`config.mk`:
```
export PLATFORM = sky130hd
export DESIGN_NAME = tail_light_sequencer
export DESIGN_NICKNAME = d
export VERILOG_FILES = /design/src/rtl/tail_light_pkg.sv /design/src/rtl/tail_light_sequencer_tick_divider.sv /design/src/rtl/tail_light_sequencer.sv
export SDC_FILE = /design/constraint.sdc
export NUM_CORES = 1
export LEC_CHECK = 0
export CAP_MARGIN = 40
export CORE_MARGIN = 10
export CORE_UTILIZATION = 35
export CTS_CLUSTER_DIAMETER = 60
export DETAILED_ROUTE_END_ITERATION = 7
export MAX_ROUTING_LAYER = met4
export SYNTH_ARGS = -nofsm -noshare
export SYNTH_HDL_FRONTEND = slang
export SYNTH_SLANG_ARGS = --single-unit
```
`constraint.sdc`:
```
create_clock -name clk -period 2.1 [get_ports clk]
set_input_delay 0.315 -clock clk [delete_from_list [all_inputs] [get_ports clk]]
set_output_delay 0.315 -clock clk [all_outputs]
set_load 0.02 [all_outputs]
```
`src/rtl/tail_light_pkg.sv`:
```
// Shared types and helpers for the rear-lamp sequencer.
package tail_light_pkg;

  typedef enum logic [1:0] {ST_IDLE, ST_SEQ, ST_ALARM} state_t;
  typedef enum logic [1:0] {DIR_LEFT, DIR_RIGHT, DIR_BOTH} dir_t;

  localparam int MAX_LAMPS = 32;

  // Lamps [s-1:0] lit, limited to the n lamps that exist on a side.
  function automatic logic [MAX_LAMPS-1:0] therm(input int s, input int n);
    logic [MAX_LAMPS-1:0] r;
    r = '0;
    for (int i = 0; i < MAX_LAMPS; i++) begin
      r[i] = (i < s) && (i < n);
    end
    return r;
  endfunction

endpackage

```
`src/rtl/tail_light_sequencer_tick_divider.sv`:
```
// Step/blink time base: pulses tick once every TICK_DIV cycles.
module tick_divider #(
  parameter int TICK_DIV = 1
) (
  input  logic clk,
  input  logic reset,
  input  logic clr,
  output logic tick
);

  localparam int CW = (TICK_DIV > 1) ? $clog2(TICK_DIV) : 1;

  logic [CW-1:0] cnt;

  assign tick = (cnt == CW'(TICK_DIV - 1));

  always_ff @(posedge clk or posedge reset) begin
    if (reset) begin
      cnt <= '0;
    end else if (clr || tick) begin
      cnt <= '0;
    end else begin
      cnt <= cnt + 1'b1;
    end
  end

endmodule

```
`src/rtl/tail_light_sequencer.sv`:
```
// Rear-lamp controller: sequential turn indication, brake overlay and alarm blink.
module tail_light_sequencer
  import tail_light_pkg::*;
#(
  parameter int N_LAMPS  = 3,
  parameter int TICK_DIV = 1
) (
  input  logic               clk,
  input  logic               reset,
  input  logic               left,
  input  logic               right,
  input  logic               brake,
  input  logic               alarm,
  output logic [N_LAMPS-1:0] left_lamps,
  output logic [N_LAMPS-1:0] right_lamps,
  output logic               busy
);

  localparam int SW = $clog2(N_LAMPS + 1);

  state_t             state, state_nx;
  dir_t               dir, dir_nx;
  logic [SW-1:0]      s, s_nx;
  logic               blink, blink_nx;
  logic               tick, clr, req_active;
  logic [N_LAMPS-1:0] left_nx, right_nx, seq_pat, brk_pat;

  // Counter restarts on every state change and is parked while idle.
  assign clr = (state_nx != state) || (state == ST_IDLE);

  tick_divider #(.TICK_DIV(TICK_DIV)) u_tick (
    .clk  (clk),
    .reset(reset),
    .clr  (clr),
    .tick (tick)
  );

  always_comb begin
    case (dir)
      DIR_LEFT:  req_active = left;
      DIR_RIGHT: req_active = right;
      default:   req_active = left && right;
    endcase
  end

  always_comb begin
    state_nx = state;
    dir_nx   = dir;
    s_nx     = s;
    blink_nx = blink;
    if (alarm) begin
      if (state != ST_ALARM) begin
        state_nx = ST_ALARM;
        blink_nx = 1'b1;
        s_nx     = '0;
      end else if (tick) begin
        blink_nx = ~blink;
      end
    end else begin
      case (state)
        ST_IDLE: begin
          if (left || right) begin
            state_nx = ST_SEQ;
            s_nx     = SW'(1);
            dir_nx   = (left && right) ? DIR_BOTH : (left ? DIR_LEFT : DIR_RIGHT);
          end
        end
        ST_SEQ: begin
          if (tick) begin
            if (s == '0) begin
              if (req_active) s_nx = SW'(1);
              else            state_nx = ST_IDLE;
            end else if (s == SW'(N_LAMPS)) begin
              s_nx = '0;
            end else begin
              s_nx = s + 1'b1;
            end
          end
        end
        default: begin
          state_nx = ST_IDLE;
          s_nx     = '0;
          blink_nx = 1'b0;
        end
      endcase
    end

    // Lamp drives are computed from next-state so they settle on the same edge.
    seq_pat  = N_LAMPS'(therm(int'(s_nx), N_LAMPS));
    brk_pat  = brake ? '1 : '0;
    left_nx  = '0;
    right_nx = '0;
    case (state_nx)
      ST_IDLE: begin
        left_nx  = brk_pat;
        right_nx = brk_pat;
      end
      ST_SEQ: begin
        case (dir_nx)
          DIR_LEFT: begin
            left_nx  = seq_pat;
            right_nx = brk_pat;
          end
          DIR_RIGHT: begin
            left_nx  = brk_pat;
            right_nx = seq_pat;
          end
          default: begin
            left_nx  = seq_pat;
            right_nx = seq_pat;
          end
        endcase
      end
      default: begin
        left_nx  = blink_nx ? '1 : '0;
        right_nx = blink_nx ? '1 : '0;
      end
    endcase
  end

  always_ff @(posedge clk or posedge reset) begin
    if (reset) begin
      state       <= ST_IDLE;
      dir         <= DIR_LEFT;
      s           <= '0;
      blink       <= 1'b0;
      left_lamps  <= '0;
      right_lamps <= '0;
      busy        <= 1'b0;
    end else begin
      state       <= state_nx;
      dir         <= dir_nx;
      s           <= s_nx;
      blink       <= blink_nx;
      left_lamps  <= left_nx;
      right_lamps <= right_nx;
      busy        <= (state_nx != ST_IDLE);
    end
  end

endmodule

```
==> results of run 1 <==
registers in the layout, summed over array words and instances (netlist names):
name	flops
blink	1
busy	1
dir	2
left_lamps	3
right_lamps	3
s	2
state	2
u_tick.cnt	1
layout by cell type (no fill, tap or decap), types with 2 or more instances in the layout:
cell / netlist / layout
ha_1: 2 / 2
nor2b_1: 2 / 2
o21ai_0: 5 / 5
and3_1: 6 / 6
o211ai_1: 2 / 2
nor2_1: 4 / 4
nor3_1: 3 / 3
clkbuf_4: 0 / 3
o21bai_1: 6 / 6
buf_4: 2 / 14
a311o_2: 2 / 2
clkdlybuf4s50_1: 0 / 12
dfrtp_1: 15 / 15
inv_1: 4 / 4
nand2_1: 5 / 5
a21oi_1: 3 / 3
cells by family (layout without fill, tap and decap cells):
family	count (synthesis)	count (layout)	synth area share, %
AND/OR/NAND/NOR	28	28	19.8
XOR/XNOR	1	1	1.03
adder cells (fa/ha/maj)	2	2	2.93
other	1	1	0.439
AO/OA/AOI/OAI	28	28	25.6
buffers and inverters	9	34	5.12
multiplexers	1	1	1.17
flip-flops	15	15	43.9
power by group through the flow:
stage               registers [µW]  logic, µW  clock network, µW
CTS                            341        221                175
global route                   347        244                193
finish                         341        219                165
global placement               346        219                  0
detailed placement             347        220                  0
floorplan                      361        105                  0
worst max-delay path by stage:
stage | end | slack [ns] | depth (start not counted)
floorplan | right_lamps[2] | 0.28 | 7
global route | left_lamps[2] | 0.03 | 7
detailed placement | right_lamps[2] | -0.12 | 6
global placement | left_lamps[2] | -0.1 | 7
finish | left_lamps[2] | 0.14 | 6
CTS | right_lamps[2] | 0.17 | 6
through the flow:
stage	instances	setup TNS [ns]
4_1_cts	138	0
6_report	138	0
2_1_floorplan	85	0
3_5_place_dp	134	-0.454
5_1_grt	138	0
3_3_place_gp	134	-0.576
layer usage:
metal / vias up / wire length (µm) / global-route usage, %
li1: 359 / - / -
met1: 362 / 953 / 10.4
met2: 20 / 946 / 13.8
met3: 2 / 124 / 3.71
met4: 0 / 9 / 1.33
met5: - / 0 / -
cell type report:
| cell class | instances | area, µm² | share of cell area, % |
|---|---|---|---|
| Timing Repair Buffer | 26 | 225 | 20.2 |
| Sequential cell | 15 | 375 | 33.7 |
| Multi-Input combinational cell | 61 | 435 | 39.1 |
| Tap cell | 28 | 35.0 | 3.15 |
| Clock buffer | 4 | 26.3 | 2.36 |
| Inverter | 4 | 15.0 | 1.35 |
critical path, delay by kind of cell:
family	cells	cell delay, ns
AO/OA/AOI/OAI	3	0.65
buffers and inverters	1	0.47
AND/OR/NAND/NOR	2	0.75
==> run metrics, run 1 <==
status finished clean; GPL Wtd Cong 0.751; type of origin of the critical path primary input; Leak Pwr 0.000495 µW; DRT Pass-1 Iters 4; Fmax 509 MHz; Die X 69.4 µm; Cell Area, Synth 855 µm²; CP peak stage delay 0.58 ns; per-cell routed wire length 14.7 µm; starting density of the core 37.5%; std cell rows 17; Critical Path, Cell by Cell clkdlybuf4s50_1 -> or4b_1 -> a311oi_2 -> or2_2 -> a21boi_2 -> a311o_2; pre-CTS setup slack -0.115 ns; R2R cell count 5; most frequent cells after synthesis dfrtp_1, and3_1, o21bai_1; Tcrit/Tclk final 93.5%; asr flop ratio synth 100%; final core occ 48.9%; DP Area 1090 µm²; cts hold-fix bufs 0; final hold slack 0.396 ns; area leader, netlist dfrtp_1; clock share of power 22.8%; DRC viols 0; post-CTS resize count 0; setup ws final 0.137 ns; Comb pwr share 30.2%; final WL 2030 µm; required time of the critical path 2.32 ns; global-route usage over all layers 8.79%; max-cap viol count 0; Max Buffers Root-to-Sink 2; Final Hold Viols 0; worst hold-check path type primary input to async pin; Net Switching 221 µW; vias in the first global route 746; r2r endpoint left_lamps[2]; crit path DAT 2.19 ns; VDD IR max 0.463 mV; Internal 505 µW; sw frac 30.4%; design area 1110 µm²; Layout fillers 209; critical path class primary input to flop; Tmin final 1.96 ns; count leader, synth dfrtp_1; Mean Syn Cell Area 10.1 µm²; Vias 743; crit path from right; largest net degree at the start of global routing 16; height of the die 69.4 µm; H-tree levels 1; max-slew violations 0; Design Power 726 µW; final worst clock skew 0.00369 ns; Synth Warn # 0; nets 119; initial antenna violation count 0; Post-synth EDFFs 0; Diodes inserted 0; CTS clk-pin slew, worst paths 0.09 ns; Post-CTS Setup Repair Bufs 0; die area 4820 µm²; total CTS buffers 3; Rel. slew slack 59.5%; Synth area leaders dfrtp_1, o21bai_1, and3_1; first-pass GRT wire length 3530 µm; Gate Count Post-Synth 85; sequential area share after synthesis 43.9%; Placeable Area 2280 µm²; Area Overhead vs Synth 30.2%; share of cells above drive strength 1 24.5%; number of DRC markers in iteration 0 47; Clk Latency, worst-skew pair 0.28 ns; I/O pins 13; total gr overflow 0; Synth cell types 37; Register-to-Register Setup Slack 0.16 ns; final setup fails 0; ys flop type dfrtp_1; CP max FO 4; Post-DP HPWL 1540 µm; root buffer cell clkbuf_4; syn_nets 93; part of the power in registers 47.0%; Worst Tran Pin Value 0.607 ns; Sink Count 15; Slowest-stage cell, CP or4b_1; TritonCTS clock tree yes; PortBufs 12; Yosys reg bits 15; Antenna Nets Post-Route 0; Vias/cell 5.38; RSZ-0062 raised after global routing false; Worst setup EP type flop; worst r2r src state[0]; Power Density 652 nW/µm²; post-synth top area share 43.9%
(Power assumes the default switching activity.)
==> run 2, diff against run 1 <==
- CTS_CLUSTER_DIAMETER: 60 -> 120
- SLEW_MARGIN: default -> 30
==> results of run 2 <==
The final DEF is identical to that of run 1; final timing and power are the same.
==> run 3, diff against run 2 <==
- CORE_ASPECT_RATIO: default -> 0.9
- CORE_UTILIZATION: 35 -> 51
- PLACE_DENSITY: default -> 0.76
==> run 3 against run 2 <==
Combinational power about the same. Die area down 23%. First-iteration DRC count down 40%. Sequential share of layout area up 0.94 points. Clock-buffer cell count unchanged. Utilization up 23 points. Critical endpoint is now right_lamps[2]. Routed wire length up 0.25%. Cell count down 6.5%. Register-to-register slack worse by 0.05 ns. Sequential power about the same. Largest cell class unchanged. Critical path depth unchanged.
==> run metrics, run 3 (synthesized netlist as in run 1, its figures left out) <==
std cell rows 13; R2R cell count 7; Tmin final 2.03 ns; starting density of the core 56.5%; Vias 727; GPL Wtd Cong 0.868; largest registers left_lamps: 3 flops, right_lamps: 3 flops; root buffer cell clkbuf_4; height of the die 58.8 µm; Multi-input gate area 435 µm²; CP max FO 8; Die X 63.2 µm; CP peak stage delay 0.58 ns; Worst setup EP type flop; setup_tns 0 ns; Layout fillers 125; final setup fails 0; DRC viols 0; final hold slack 0.392 ns; Final Hold Viols 0; Max Buffers Root-to-Sink 2; Register-to-Register Setup Slack 0.11 ns; Clk Latency, worst-skew pair 0.29 ns; total gr overflow 0; vias in the first global route 708; Post-CTS Setup Repair Bufs 0; required time of the critical path 2.33 ns; worst r2r src s[0]; share of cells above drive strength 1 22.4%; Diodes inserted 0; RSZ-0062 raised after global routing false; CP top delay family simple AND/OR/NAND/NOR gates; Slowest-stage cell, CP or4b_1; register area 375 µm²; nets 116; Area Overhead vs Synth 26.6%; largest net degree at the start of global routing 16; Placeable Area 1510 µm²; status finished clean; VDD IR max 0.422 mV; post-CTS resize count 0; Post-DP HPWL 1550 µm; PortBufs 12; cts hold-fix bufs 0; initial antenna violation count 0; Power Density 669 nW/µm²; Leak Pwr 0.000480 µW; Tcrit/Tclk final 96.8%; final WL 2040 µm; total CTS buffers 3; crit path from right; final core occ 71.5%; number of DRC markers in iteration 0 28; TritonCTS clock tree yes; CTS clk-pin slew, worst paths 0.09 ns; leading cell type in the layout, fill and taps excluded dfrtp_1; Worst Tran Pin Value 0.577 ns; I/O pins 13; r2r endpoint right_lamps[2]; worst hold-check path type primary input to async pin; H-tree levels 1; max-cap viol count 0; Fmax 492 MHz; final worst clock skew 0.00313 ns; critical path class primary input to flop; per-cell routed wire length 15.8 µm; Vias/cell 5.64; max-slew violations 0; Critical Path, Cell by Cell clkdlybuf4s50_1 -> or4b_1 -> a311oi_2 -> or2_2 -> a21boi_2 -> a311o_2; crit path DAT 2.26 ns; DRT Pass-1 Iters 4; Antenna Nets Post-Route 0; type of origin of the critical path primary input; first-pass GRT wire length 3520 µm; Sink Count 15; commonest cells after routing, fill and taps aside dfrtp_1, clkdlybuf4s50_1, buf_4, and3_1, o21bai_1; global-route usage over all layers 12.3%; die area 3720 µm²; Rel. slew slack 61.5%; CP Buf/Inv Count 1
-- run 3: layout make-up --
type | count | area share, %
repair buffers | 23 | 18.7
flip-flops and latches | 15 | 34.7
well taps | 22 | 2.54
multi-input cells | 61 | 40.2
inverters | 4 | 1.39
clock buffers | 4 | 2.43
-- run 3: worst max-delay path by stage --
stage,endpoint,slack (ns),depth (start not counted)
detailed placement,right_lamps[2],-0.18,6
finish,right_lamps[2],0.07,6
global placement,right_lamps[2],-0.13,6
floorplan,right_lamps[2],0.28,7
global route,left_lamps[2],0.009,6
CTS,right_lamps[2],0.10,6
-- run 3: through the flow --
step           total power, µW  instances  setup WS, ns  area (µm²)
2_1_floorplan              467         85         0.284         855
3_5_place_dp               561        125        -0.181        1060
6_report                   724        129        0.0670        1080
5_1_grt                    773        129       0.00921        1080
4_1_cts                    732        129         0.101        1080
3_3_place_gp               555        125        -0.131        1060
-- run 3: where the power goes --
part / internal, µW / switching, µW / total [µW]
registers: 318 / 22.5 / 341
logic: 107 / 109 / 216
clock network: 73.9 / 92.8 / 167
-- run 3: routing by layer --
layer / global-route usage [%] / up-vias / wire (µm)
met3: 4.35 / 2 / 156
met5: - / - / 0
li1: - / 356 / -
met1: 14.6 / 340 / 878
met4: 2.87 / 0 / 13
met2: 19.5 / 29 / 990
